### config.mk
export PLATFORM = sky130hd
export DESIGN_NAME = safe_sync_obi_responder
export DESIGN_NICKNAME = d
export VERILOG_FILES = /design/src/rtl/safe_sync_obi_responder.sv
export SDC_FILE = /design/constraint.sdc
export NUM_CORES = 1
export LEC_CHECK = 0
export BUFFER_PORTS_ARGS = -buffer_cell sky130_fd_sc_hd__buf_2
export CAP_MARGIN = 0
export CORE_MARGIN = 3
export CORE_UTILIZATION = 44
export CTS_BUF_LIST = sky130_fd_sc_hd__clkbuf_16
export DETAILED_ROUTE_END_ITERATION = 16
export GPL_ROUTABILITY_DRIVEN = 0
export PLACE_DENSITY = 0.87
export SLEW_MARGIN = 25
export SYNTH_ARGS = -nofsm -noshare
export SYNTH_HDL_FRONTEND = slang
export SYNTH_SLANG_ARGS = --single-unit
### constraint.sdc
create_clock -name clk_i -period 4.1 [get_ports clk_i]
set_input_delay 0 -clock clk_i [delete_from_list [all_inputs] [get_ports clk_i]]
set_output_delay 0 -clock clk_i [all_outputs]
set_load 0.02 [all_outputs]
### src/rtl/safe_sync_obi_responder.sv
// safe_sync_obi_responder: OBI responder giving each hart a hardware
// barrier plus sync-status and participation-mask registers.
// Register map (addr[3:2]): 0x0 BARRIER, 0x4 STATUS, 0x8 MASK, 0xC reserved.
// Optional barrier timeout: define SAFE_SYNC_TIMEOUT_EN.

package safe_sync_obi_pkg;
    typedef struct packed {
        logic        req;
        logic [31:0] addr;
        logic        we;
        logic [3:0]  be;
        logic [31:0] wdata;
    } obi_req_t;

    typedef struct packed {
        logic        gnt;
        logic        rvalid;
        logic [31:0] rdata;
    } obi_resp_t;
endpackage

module safe_sync_obi_responder
    import safe_sync_obi_pkg::*;
#(
    parameter int          NHARTS         = 2,
    parameter int unsigned TIMEOUT_CYCLES = 1024
) (
    input  logic                   clk_i,
    input  logic                   rst_i,
    input  obi_req_t  [NHARTS-1:0] core_req_i,
    output obi_resp_t [NHARTS-1:0] core_resp_o,
    output logic                   sync_done_o,
    output logic                   timeout_o
);

    typedef enum logic [1:0] {
        ST_IDLE = 2'd0,
        ST_RESP = 2'd1,
        ST_WAIT = 2'd2
    } state_e;

    localparam logic [15:0] TMO_LAST = 16'(TIMEOUT_CYCLES - 1);

    state_e            state_q [NHARTS];
    state_e            state_d [NHARTS];
    logic [31:0]       rdata_q [NHARTS];
    logic [31:0]       rdata_d [NHARTS];
    logic [NHARTS-1:0] arrived_q, arrived_d;
    logic [NHARTS-1:0] mask_q, mask_d;
    logic [7:0]        gen_q, gen_d;
    logic              timeout_q, timeout_d;

    logic [NHARTS-1:0] gnt_s;
    logic              release_s;
    logic              fire_s;
    logic [7:0]        arrived_ext_s;
    logic [31:0]       mask_ext_s;
    logic              unused_req_s;

    // Barrier completes when every participating hart has arrived; only
    // registered state is used so the release is glitch-free in its cycle.
    assign release_s   = (mask_q != '0) && ((arrived_q & mask_q) == mask_q);
    assign sync_done_o = release_s;
    assign timeout_o   = timeout_q;

`ifdef SAFE_SYNC_TIMEOUT_EN
    logic [15:0] tmo_cnt_q, tmo_cnt_d;

    // Timeout counter: runs while someone is waiting and no release happens.
    always_comb begin
        if (release_s || fire_s) begin
            tmo_cnt_d = 16'd0;
        end else if (arrived_q != '0) begin
            tmo_cnt_d = tmo_cnt_q + 16'd1;
        end else begin
            tmo_cnt_d = 16'd0;
        end
    end

    assign fire_s = (arrived_q != '0) && !release_s && (tmo_cnt_q == TMO_LAST);

    // Timeout counter register.
    always_ff @(posedge clk_i or posedge rst_i) begin
        if (rst_i) begin
            tmo_cnt_q <= 16'd0;
        end else begin
            tmo_cnt_q <= tmo_cnt_d;
        end
    end
`else
    logic unused_tmo_s;
    assign fire_s       = 1'b0;
    assign unused_tmo_s = ^TMO_LAST;
`endif

    // Zero-extended views of the status registers for read data.
    always_comb begin
        arrived_ext_s                 = 8'h00;
        arrived_ext_s[NHARTS-1:0]     = arrived_q;
        mask_ext_s                    = 32'h0000_0000;
        mask_ext_s[NHARTS-1:0]        = mask_q;
        unused_req_s                  = 1'b0;
        for (int h = 0; h < NHARTS; h++) begin
            unused_req_s = unused_req_s ^ (^core_req_i[h]);
        end
    end

    // Per-hart FSMs, register decode and shared barrier state next-state.
    always_comb begin
        arrived_d = (release_s || fire_s) ? '0 : arrived_q;
        mask_d    = mask_q;
        gen_d     = release_s ? (gen_q + 8'd1) : gen_q;
        timeout_d = timeout_q;
        gnt_s     = '0;
        for (int h = 0; h < NHARTS; h++) begin
            state_d[h] = state_q[h];
            rdata_d[h] = rdata_q[h];
            case (state_q[h])
                ST_IDLE: begin
                    gnt_s[h] = core_req_i[h].req & ~rst_i;
                    if (gnt_s[h]) begin
                        state_d[h] = ST_RESP;
                        rdata_d[h] = 32'h0000_0000;
                        case (core_req_i[h].addr[3:2])
                            2'd0: begin
                                if (!core_req_i[h].we) begin
                                    if (mask_q[h]) begin
                                        arrived_d[h] = 1'b1;
                                        state_d[h]   = ST_WAIT;
                                    end else begin
                                        rdata_d[h] = {24'h000000, gen_q};
                                    end
                                end else begin
                                    rdata_d[h] = 32'h0000_0000;
                                end
                            end
                            2'd1: begin
                                if (!core_req_i[h].we) begin
                                    rdata_d[h] = {16'h0000, gen_q, arrived_ext_s};
                                end else begin
                                    timeout_d = 1'b0;
                                end
                            end
                            2'd2: begin
                                if (!core_req_i[h].we) begin
                                    rdata_d[h] = mask_ext_s;
                                end else if (core_req_i[h].be[0]) begin
                                    mask_d = core_req_i[h].wdata[NHARTS-1:0];
                                end else begin
                                    mask_d = mask_d;
                                end
                            end
                            default: begin
                                rdata_d[h] = 32'h0000_0000;
                            end
                        endcase
                    end else begin
                        state_d[h] = ST_IDLE;
                    end
                end
                ST_RESP: begin
                    state_d[h] = ST_IDLE;
                end
                ST_WAIT: begin
                    if (release_s || fire_s) begin
                        state_d[h] = ST_RESP;
                        rdata_d[h] = fire_s ? 32'hFFFF_FFFF : {24'h000000, gen_q};
                    end else begin
                        state_d[h] = ST_WAIT;
                    end
                end
                default: begin
                    state_d[h] = ST_IDLE;
                end
            endcase
        end
        // A forced release sets the sticky flag even if a clear is granted.
        if (fire_s) begin
            timeout_d = 1'b1;
        end else begin
            timeout_d = timeout_d;
        end
    end

    // State and register file update.
    always_ff @(posedge clk_i or posedge rst_i) begin
        if (rst_i) begin
            arrived_q <= '0;
            mask_q    <= '1;
            gen_q     <= 8'h00;
            timeout_q <= 1'b0;
            for (int h = 0; h < NHARTS; h++) begin
                state_q[h] <= ST_IDLE;
                rdata_q[h] <= 32'h0000_0000;
            end
        end else begin
            arrived_q <= arrived_d;
            mask_q    <= mask_d;
            gen_q     <= gen_d;
            timeout_q <= timeout_d;
            for (int h = 0; h < NHARTS; h++) begin
                state_q[h] <= state_d[h];
                rdata_q[h] <= rdata_d[h];
            end
        end
    end

    // Response outputs: rdata only visible alongside rvalid.
    always_comb begin
        for (int h = 0; h < NHARTS; h++) begin
            core_resp_o[h].gnt    = gnt_s[h];
            core_resp_o[h].rvalid = (state_q[h] == ST_RESP);
            if (state_q[h] == ST_RESP) begin
                core_resp_o[h].rdata = rdata_q[h];
            end else begin
                core_resp_o[h].rdata = 32'h0000_0000;
            end
        end
    end

endmodule
==> results.md, run 1 <==
* GRT Total Usage at 0.1699
* Share of async-settable or async-resettable flops after synthesis at 1.000
* CTS-repair resized insts at 0
* Worst skew pair latency at 290 ps
* Global-route wire length before repair at 9.915 mm
* Routed length on met2 at 2.824 mm
* Total power draw at 1.331 mW
* Most common cell type on the critical path: sky130_fd_sc_hd__mux2_1
* Post-Syn Area per Cell at 9.008 sq um
* Transition at the pin with the smallest max-transition slack at 997.5 ps
* Maximum clock frequency at 495.0 MHz
* Status: finished, final reports clean
* Switching portion of total power at 0.3437
* Most common cell after layout, fill and taps aside: sky130_fd_sc_hd__nand2_1
* H-tree level count at 2
* Crit path from: state_q[3]
* Reg-to-reg setup timing slack at 2080 ps
* Worst-path maximum fanout at 5
* Summed instance area of the synthesized netlist at 0.002801 sq mm
* Worst path max stage delay at 580 ps
* Arrival time at the worst endpoint at 2230 ps
* Internal power of the cells at 0.8738 mW
* Starting density of the core at 0.4649
* Slew margin rel. at 0.3263
* Unrepaired setup endpoints after global routing: no
* Part of the Yosys area used for sequential elements at 0.4386
* Total grt overflow at 0
* Reg-to-reg endpoint: mask_q[0]
* Cell count of the worst reg-to-reg path at 5
* First-pass DRT Iterations at 4
* VDD IR max at 0.0001897 V
* Maximum clock skew at final layout at 2.876 ps
* Cell breakdown of the critical path: or4b_4, clkinv_4, and4_4, mux2_1, mux2_1
* Placed cell area at 0.002978 sq mm
* Origin of the critical flop-to-flop path: state_q[3]
* Fin Setup TNS at 0 ps
* Number of buffers added by the clock tree synthesis step at 5
* Clock edge transition at the registers on the reported setup and hold paths at 60 ps
* Highest metal used: met4
* Die X at 85.79 microns
* Core ar. at 0.006026 sq mm
* Critical setup path kind: register to register
* Distinct cell type count after synthesis at 43
* CP required at 4310 ps
* Die Span Y at 85.79 microns
* Synth Flop Type: sky130_fd_sc_hd__dfrtp_1
* Final-layout fill cell count at 583
* Wire length the detailed router placed on met1 at 2.583 mm
* Detailed router's first-iteration violation count at 152
* Final Cycle Share at 0.4927
* Layout-stage area growth over the synthesis result at 12.77%
* Met3 WL post-DR at 479 microns
* Worst-case clock buffer depth at 2
* Area used by sequential logic in the layout at 0.001229 sq mm
* TritonCTS clock tree: done
* Most frequent cells in the layout: 68 x sky130_fd_sc_hd__nand2_1, 53 x sky130_fd_sc_hd__buf_2, 47 x sky130_fd_sc_hd__dfrtp_1, 33 x sky130_fd_sc_hd__nand3_1
* CTS Root Cell: sky130_fd_sc_hd__clkbuf_16
* Count of unresolved DRC violations after routing at 0
* Post-detailed-placement half-perimeter wirelength at 4.414 mm
* Number of warnings reported in the yosys synthesis log at 0
* Combinational Power Share at 0.212
* Number of nets with antenna violations after detailed routing at 0
* Max-capacitance violation count at 0
* Final min period at 2020 ps
* Fraction of power consumed by the clock network at 0.303
* Pin count of the biggest net entering global routing at 41
* FP Rows at 28
* Critical Path End: mask_q[0]
* Via Count at 2215
* Fin. max-slew vios at 0
* Static leakage at 1.681 nW
* Number of buffers inserted for hold repair after clock tree synthesis at 3
* CP Launch Type: register
* Die area at 0.007360 sq mm
* Synthesized instance count at 311
* Buffers inserted during post-CTS setup optimization at 0
* Total power divided by cell area at 421.4 mW/mm^2
* Count of state elements after synthesis at 49
* Detailed-route wire length per cell at 13.72 microns
* Final setup vio count at 0
* Final design area excluding fillers at 0.003159 sq mm
* Routed via count divided by cell count at 5.092
* Tightest hold margin at 64.29 ps
* Number of antenna violations at the first check in global routing at 0
* CP max-delay cell: sky130_fd_sc_hd__or4b_4
* Port bufs at 53
* Final antenna diode count at 0
* Area of the multi-input gates at 0.001374 sq mm
* Hold Fails Final Rpt at 0
* Classification of the worst-slack hold path: input pin to register
* Switching power summed over all nets at 0.4576 mW
* Share of layout cells above drive strength 1 at 0.2167
* Crit path capture type: register
* Clk sink count at 49
* Fraction of power consumed by sequential logic at 0.485
* Final wirelength at 5.967 mm
* Total Nets Final at 502
* Number of synthesized flops with an enable pin at 0
* Worst setup slack before clock tree synthesis at 2108 ps
* Vias in the first global route at 2088
* Post-route worst setup slack at 2080 ps
* Number of primary I/O pins at 212
[registers in the layout, indices dropped and copies added (netlist names)]
name       flops
gen_q          8
state_q        4
mask_q         2
rdata_q       32
timeout_o      1
arrived_q      2
[per-layer routing]
metal  up-vias  GRT usage
met5         -          0
met4         0    0.05612
met3         9    0.03170
met2        98     0.2775
met1      1037     0.2282
li1       1071          -
[Yosys cell counts (2+ instances only)]
cell / number / share of area
sky130_fd_sc_hd__dfrtp_1: 47 / 0.42
sky130_fd_sc_hd__nor3_1: 2 / 0.0036
sky130_fd_sc_hd__a31oi_2: 2 / 0.0089
sky130_fd_sc_hd__dfstp_2: 2 / 0.019
sky130_fd_sc_hd__or4b_4: 2 / 0.0098
sky130_fd_sc_hd__o31ai_4: 2 / 0.015
sky130_fd_sc_hd__nand2_1: 68 / 0.091
sky130_fd_sc_hd__xor2_1: 2 / 0.0063
sky130_fd_sc_hd__clkbuf_1: 8 / 0.011
sky130_fd_sc_hd__buf_2: 5 / 0.0089
sky130_fd_sc_hd__a221oi_1: 2 / 0.0063
sky130_fd_sc_hd__mux2_2: 2 / 0.0080
sky130_fd_sc_hd__a211o_1: 2 / 0.0063
sky130_fd_sc_hd__nor2_1: 6 / 0.0080
sky130_fd_sc_hd__mux2_1: 4 / 0.016
sky130_fd_sc_hd__nand4_1: 2 / 0.0045
sky130_fd_sc_hd__a21oi_1: 10 / 0.018
sky130_fd_sc_hd__nand3_1: 33 / 0.059
sky130_fd_sc_hd__o21ai_0: 5 / 0.0089
sky130_fd_sc_hd__nor2b_1: 6 / 0.013
sky130_fd_sc_hd__o41ai_1: 2 / 0.0063
sky130_fd_sc_hd__xnor2_1: 5 / 0.016
sky130_fd_sc_hd__nor4b_1: 3 / 0.0094
sky130_fd_sc_hd__nor4b_2: 2 / 0.011
sky130_fd_sc_hd__and2_1: 32 / 0.071
sky130_fd_sc_hd__buf_4: 33 / 0.088
sky130_fd_sc_hd__and3_1: 2 / 0.0045
sky130_fd_sc_hd__nand2b_1: 5 / 0.011
[per-stage QoR]
step | std cells | util
3_5_place_dp | 424 | 0.4942
3_3_place_gp | 424 | 0.4942
5_1_grt | 435 | 0.5243
6_report | 435 | 0.5243
2_1_floorplan | 342 | -
4_1_cts | 435 | 0.5230
[power groups by stage]
| stage | sequential, mW | combinational, mW | clock (mW) |
|---|---|---|---|
| after floorplan | 0.581 | 0.299 | 0 |
| after global placement | 0.648 | 0.267 | 0 |
| after detailed placement | 0.654 | 0.277 | 0 |
| after CTS | 0.644 | 0.281 | 0.408 |
| after global routing | 0.660 | 0.313 | 0.431 |
| final | 0.646 | 0.282 | 0.403 |
[worst min path at each step]
stage / startpoint / endpoint / slack [ps] / depth (start not counted)
5_1_grt: core_req_i[1] / mask_q[1] / 110 / 3
3_5_place_dp: rst_i / timeout_o / -30 / 2
2_1_floorplan: core_req_i[70] / mask_q[0] / 130 / 1
3_3_place_gp: rst_i / state_q[3] / -40 / 2
4_1_cts: core_req_i[0] / mask_q[0] / 60 / 3
6_report: core_req_i[1] / mask_q[1] / 60 / 3
[critical path: cells and delay by family (launching register included)]
family	cells	cell delay (ps)
flops	1	400
simple gates	2	800
mux	2	640
buf+inv	1	90
[cells by family (layout without fill, tap and decap cells)]
| group | count (synthesis) | count (layout) | share of synthesized area |
|---|---|---|---|
| simple gates | 168 | 168 | 0.3113 |
| buf+inv | 50 | 68 | 0.1152 |
| flops | 49 | 49 | 0.4386 |
| compound gates | 28 | 28 | 0.07816 |
| xor+xnor | 7 | 7 | 0.02189 |
| mux | 7 | 7 | 0.02903 |
| fa+ha+maj | 1 | 1 | 0.004466 |
| other cells | 1 | 32 | 0.001339 |
[final cells by class]
class	count	share of cell area
clock buffer	5	0.03960
clock inverter	3	0.005941
inverter	3	0.005149
multi-input combinational	243	0.4349
sequential	49	0.3889
tap	75	0.02970
timing repair buffer	57	0.09584
No activity file was read; power rests on OpenSTA's default activity.
==> run 2, diff against run 1 <==
CORE_UTILIZATION = 40   (was 44)
PLACE_DENSITY = 0.8   (was 0.87)
clock period = 2.08 ns   (was 4.1 ns; I/O delays follow)
==> results.md, run 2 (synthesis results as in run 1) <==
* Tightest hold margin at 49.41 ps (-14.88 ps)
* Core ar. at 0.006568 sq mm (+9.0%)
* Fin. max-slew vios at 0 (unchanged)
* Final wirelength at 5.909 mm (-0.97%)
* Share of layout cells above drive strength 1 at 0.2316 (+0.01494)
* CTS Root Cell: sky130_fd_sc_hd__clkbuf_16
* Vias in the first global route at 2065 (-1.1%)
* Total Nets Final at 509 (+1.4%)
* Met3 WL post-DR at 519 microns (+8.4%)
* CP required at 2300 ps (-2010 ps)
* Post-placement cell count at 449 (+5.9%)
* Final design area excluding fillers at 0.003239 sq mm (+2.5%)
* Final setup vio count at 0 (unchanged)
* Starting density of the core at 0.4266 (-0.03835)
* Routed via count divided by cell count at 4.813 (-5.5%)
* Port bufs at 53 (unchanged)
* TritonCTS clock tree: done
* Most frequent cells in the layout: 68 x sky130_fd_sc_hd__nand2_1, 53 x sky130_fd_sc_hd__buf_2, 47 x sky130_fd_sc_hd__dfrtp_1, 33 x sky130_fd_sc_hd__nand3_1
* Placed cell area at 0.003053 sq mm (+2.5%)
* Count of unresolved DRC violations after routing at 0 (unchanged)
* Post-layout instance count excluding filler cells at 460 (+5.7%)
* Detailed router's first-iteration violation count at 110 (-28%)
* Largest register FFs at 32 (unchanged)
* FP Rows at 29 (+3.6%)
* Final-layout fill cell count at 609 (+4.5%)
* Number of buffers added by the clock tree synthesis step at 5 (unchanged)
* Total grt overflow at 0 (unchanged)
* Static leakage at 1.719 nW (+2.3%)
* Maximum clock frequency at 502.4 MHz (+1.5%)
* Most common cell after layout, fill and taps aside: sky130_fd_sc_hd__nand2_1
* Worst-path maximum fanout at 5 (unchanged)
* Worst skew pair latency at 290 ps (about the same)
* Post-detailed-placement half-perimeter wirelength at 4.389 mm (-0.57%)
* Slew margin rel. at 0.5611 (+0.2348)
* Hold Crit Endpoint: mask_q[1]
* Die area at 0.008043 sq mm (+9.3%)
* Routed length on met2 at 2.734 mm (-3.2%)
* H-tree level count at 2 (unchanged)
* Layout-stage area growth over the synthesis result at 15.63%
* Maximum clock skew at final layout at 3.630 ps (+0.7542 ps)
* Register ranked first by flip-flop count: rdata_q
* Crit path capture type: register
* Final antenna diode count at 0 (unchanged)
* Cell count of the worst reg-to-reg path at 5 (unchanged)
* Max-capacitance violation count at 0 (unchanged)
* CP Launch Type: register
* Number of primary I/O pins at 212 (unchanged)
* Classification of the worst-slack hold path: input pin to register
* Worst setup slack before clock tree synthesis at 108.0 ps (-2000 ps)
* Highest metal used: met4
* Final Cycle Share at 0.9570 (+0.4643)
* Hold Fails Final Rpt at 0 (unchanged)
* Total power divided by cell area at 821.0 mW/mm^2 (+95%)
* Clock edge transition at the registers on the reported setup and hold paths at 70 ps (about the same)
* GRT Total Usage at 0.1616 (-0.008322)
* Origin of the critical flop-to-flop path: state_q[3]
* Wire length the detailed router placed on met1 at 2.586 mm (+0.12%)
* Registers with the highest flip-flop counts: rdata_q: 32 flops, gen_q: 8 flops, state_q: 4 flops
* Global-route wire length before repair at 10.07 mm (+1.5%)
* Fin Setup TNS at 0 ps (unchanged)
* Pin count of the biggest net entering global routing at 46 (+12%)
* Worst hold path cell count at 3 (unchanged)
* VDD IR max at 0.0004867 V (+160%)
* Via Count at 2214 (-0.045%)
* Launch point of the worst hold path: core_req_i[1]
* Clk sink count at 49 (unchanged)
* Die Span Y at 89.69 microns (+4.5%)
* Arrival time at the worst endpoint at 2210 ps (-20 ps)
* Number of nets with antenna violations after detailed routing at 0 (unchanged)
* Critical setup path kind: register to register
* Transition at the pin with the smallest max-transition slack at 658.4 ps (-339.1 ps)
* Area used by sequential logic in the layout at 0.001229 sq mm (unchanged)
* Unrepaired setup endpoints after global routing: no
* Final min period at 1991 ps (-29.45 ps)
* Worst-case clock buffer depth at 2 (unchanged)
* Status: finished, final reports clean
* Post-route worst setup slack at 89.38 ps (-1991 ps)
* Total power draw at 2.660 mW (+100%)
* Reg-to-reg setup timing slack at 90 ps (-1990 ps)
* First-pass DRT Iterations at 4 (unchanged)
* Reg-to-reg endpoint: mask_q[0]
* Area of the multi-input gates at 0.001375 sq mm (about the same)
* Number of antenna violations at the first check in global routing at 0 (unchanged)
* Buffers inserted during post-CTS setup optimization at 0 (unchanged)
* Final core occ at 0.4932 (-0.03106)
* Detailed-route wire length per cell at 12.85 microns (-6.4%)
* Die X at 89.69 microns (+4.5%)
## run 2: changes by cell type in the layout (fill, tap and decap cells not counted), sizes merged
cell	before	now
buf	54	61
inv	1	0
clkinvlp	2	0
clkinv	3	6
## run 2: area by class of cell
cell class	instances	share of cell area
Tap cell	93	0.03592
Multi-Input combinational cell	243	0.4245
Clock inverter	3	0.006952
Timing Repair Buffer	64	0.1097
Clock buffer	5	0.03862
Inverter	3	0.005021
Sequential cell	49	0.3793
## run 2: worst max path at each step
stage,startpoint,to,slack (ps),depth (start not counted)
2_1_floorplan,state_q[3],mask_q[0],140,5
3_5_place_dp,state_q[3],mask_q[1],110,5
6_report,state_q[3],mask_q[0],90,5
4_1_cts,state_q[3],mask_q[1],100,5
3_3_place_gp,state_q[3],mask_q[0],130,5
5_1_grt,state_q[3],mask_q[0],20,5
## run 2: repair_timing
item / in CTS / in global routing
endpoints found under the setup margin: 0 / 2
gates resized for setup: 0 / 1
hold buffers: 3 / 0
endpoints found under the hold margin: 6 / 0
## run 2: metal layers
metal,track usage,vias up
li1,-,1090
met4,0.04736,0
met2,0.2513,94
met1,0.2201,1025
met3,0.04562,5
met5,0,-
## run 2: power breakdown
part           total (mW)  internal [mW]  switching, mW
Sequential           1.27           1.08          0.193
Combinational       0.580          0.220          0.360
Clock               0.809          0.448          0.361
## run 2: critical path, stage by stage (launching register included)
cell and delay, ps:
sky130_fd_sc_hd__dfrtp_1 410, sky130_fd_sc_hd__or4b_4 570, sky130_fd_sc_hd__clkinv_4 90, sky130_fd_sc_hd__and4_4 220, sky130_fd_sc_hd__mux2_1 320, sky130_fd_sc_hd__mux2_1 300
==> run 3, diff against run 2 <==
CORE_ASPECT_RATIO = 0.6   (was not set)
CORE_UTILIZATION = 37   (was 40)
PLACE_DENSITY = 0.78   (was 0.8)
clock period = 1.61 ns   (was 2.08 ns; I/O delays follow)
==> results.md, run 3 (synthesis results as in run 1) <==
* Status: finished, violations left
* Failing checks: setup timing
* Die area at 0.008686 sq mm (+8.0%)
* Die X at 118.3 microns (+32%)
* Unrepaired setup endpoints after global routing: yes
* Cell breakdown of the critical path: or4b_4, clkinv_4, and4_4, mux2_4, mux2_4
* Register ranked first by flip-flop count: rdata_q
* Worst-case clock buffer depth at 2 (unchanged)
* Detailed router's first-iteration violation count at 150 (+36%)
* Final min period at 1831 ps (-159.5 ps)
* Detailed-route wire length per cell at 14.92 microns (+16%)
* Routed via count divided by cell count at 4.865 (+1.1%)
* Pin count of the biggest net entering global routing at 46 (unchanged)
* Total grt overflow at 0 (unchanged)
* Starting density of the core at 0.4006 (-0.02595)
* Number of buffers added by the clock tree synthesis step at 5 (unchanged)
* Largest register FFs at 32 (unchanged)
* First-pass DRT Iterations at 4 (unchanged)
* Post-layout instance count excluding filler cells at 498 (+8.3%)
* Final-layout fill cell count at 646 (+6.1%)
* Max-capacitance violation count at 0 (unchanged)
* Total power divided by cell area at 1038 mW/mm^2 (+26%)
* Area used by sequential logic in the layout at 0.001229 sq mm (unchanged)
* Share of layout cells above drive strength 1 at 0.3794 (+0.1478)
* CP max-delay cell: sky130_fd_sc_hd__or4b_4
* Fin Setup TNS at -499.2 ps (-499.2 ps)
* Die Span Y at 73.40 microns (-18%)
* Crit path capture type: register
* Hold Fails Final Rpt at 0 (unchanged)
* Number of antenna violations at the first check in global routing at 0 (unchanged)
* Port bufs at 53 (unchanged)
* Total Nets Final at 540 (+6.1%)
* Post-route worst setup slack at -221.1 ps (-310.5 ps)
* Worst skew pair latency at 290 ps (about the same)
* Most common cell type on the critical path: sky130_fd_sc_hd__mux2_4
* Static leakage at 1.947 nW (+13%)
* Core ar. at 0.006993 sq mm (+6.5%)
* CP required at 1830 ps (-470 ps)
* Number of primary I/O pins at 212 (unchanged)
* Post-detailed-placement half-perimeter wirelength at 5.238 mm (+19%)
* Layout-stage area growth over the synthesis result at 32.74%
* Reg-to-reg setup timing slack at -220 ps (-310 ps)
* Worst-path maximum fanout at 2 (-3)
* Area of the multi-input gates at 0.001514 sq mm (+10%)
* VDD IR max at 0.0004727 V (-2.9%)
* Maximum clock skew at final layout at 3.355 ps (-0.2751 ps)
* Global-route wire length before repair at 11.45 mm (+14%)
* Via Count at 2423 (+9.4%)
* Final setup vio count at 10 (+10)
* Arrival time at the worst endpoint at 2050 ps (-160 ps)
* CTS Root Cell: sky130_fd_sc_hd__clkbuf_16
* Worst path max stage delay at 550 ps (-20 ps)
* CP Launch Type: register
* Clock edge transition at the registers on the reported setup and hold paths at 60 ps (about the same)
* Fin. max-slew vios at 0 (unchanged)
* Final core occ at 0.5318 (+0.03852)
* Final wirelength at 7.430 mm (+26%)
* Final Cycle Share at 1.137 (+0.1803)
* GRT Total Usage at 0.1662 (+0.004596)
* Critical setup path kind: register to register
* Registers with the highest flip-flop counts: rdata_q: 32 flops, gen_q: 8 flops, state_q: 4 flops
* TritonCTS clock tree: done
* Final antenna diode count at 0 (unchanged)
* Most frequent cells in the layout: 51 x sky130_fd_sc_hd__buf_2, 47 x sky130_fd_sc_hd__dfrtp_1, 44 x sky130_fd_sc_hd__nand2_1
* Number of nets with antenna violations after detailed routing at 0 (unchanged)
* Vias in the first global route at 2227 (+7.8%)
* Post-placement cell count at 474 (+5.6%)
* Most common cell after layout, fill and taps aside: sky130_fd_sc_hd__buf_2
* FP Rows at 23 (-21%)
* Classification of the worst-slack hold path: input pin to register
* H-tree level count at 2 (unchanged)
* Clk sink count at 49 (unchanged)
* Maximum clock frequency at 546.1 MHz (+8.7%)
* Count of unresolved DRC violations after routing at 0 (unchanged)
## run 3: cell types whose count changed in the layout (fill, tap and decap cells not counted), sizes merged
cell and change:
clkinv -2, inv +2, clkbuf +1, buf +30
## run 3: per-stage QoR
stage	power (mW)	setup slack, ps	hold WS (ps)	cell area [sq um]
2_1_floorplan	2.292	-291.8	147.7	2952
3_3_place_gp	2.564	-225.3	57.07	3251
3_5_place_dp	2.608	-234.2	59.59	3251
4_1_cts	3.745	-224.1	66.11	3560
5_1_grt	4.054	-249.6	58.06	3719
6_report	3.859	-221.1	65.38	3719
## run 3: timing repair
| action | CTS | global route |
|---|---|---|
| hold buffers | 3 | 0 |
| endpoints found under the hold margin | 6 | 0 |
| setup buffers | 10 | 3 |
| gates cloned | 0 | 1 |
| setup endpoints to repair | 34 | 38 |
| gates resized for setup | 13 | 40 |
| pin swaps | 6 | 30 |
## run 3: power breakdown
part | internal [mW] | total (mW) | switching [mW]
sequential | 1.39 | 1.61 | 0.219
combinational | 0.570 | 1.23 | 0.657
clock | 0.565 | 1.02 | 0.455
## run 3: area by class of cell
type                    instances  area share
clock inverters                 3    0.003701
inverters                       3    0.005047
flip-flops and latches         49      0.3304
clock buffers                   5     0.03365
well taps                     100     0.03365
repair buffers                 95      0.1864
multi-input cells             243      0.4071
## run 3: metal layers
metal  routed length (microns)  part of all wire  vias to the layer above  GRT usage
li1                          -                 -                     1149          -
met3                       574             0.077                        8    0.04000
met4                        49            0.0066                        0    0.03247
met2                      3327              0.45                      106     0.2543
met5                         0                 0                        -          0
met1                      3478              0.47                     1160     0.2419
## run 3: worst paths after layout
kind / endpoint / from / cells past startpoint
max in group asynchronous: rdata_q[41] / rst_i / 5
setup reg to reg: mask_q[1] / state_q[3] / 5
hold / removal: mask_q[0] / core_req_i[0] / 3
setup / recovery: mask_q[1] / state_q[3] / 5
min in group asynchronous: arrived_q[1] / rst_i / 4
hold reg to reg: rdata_q[39] / rdata_q[39] / 2
## run 3: worst max-delay path: cells and delay by family (launching register included)
| kind | cells | cell delay [ps] |
|---|---|---|
| buffers and inverters | 1 | 60 |
| muxes | 2 | 550 |
| and+or+nand+nor | 2 | 770 |
| DFF | 1 | 380 |
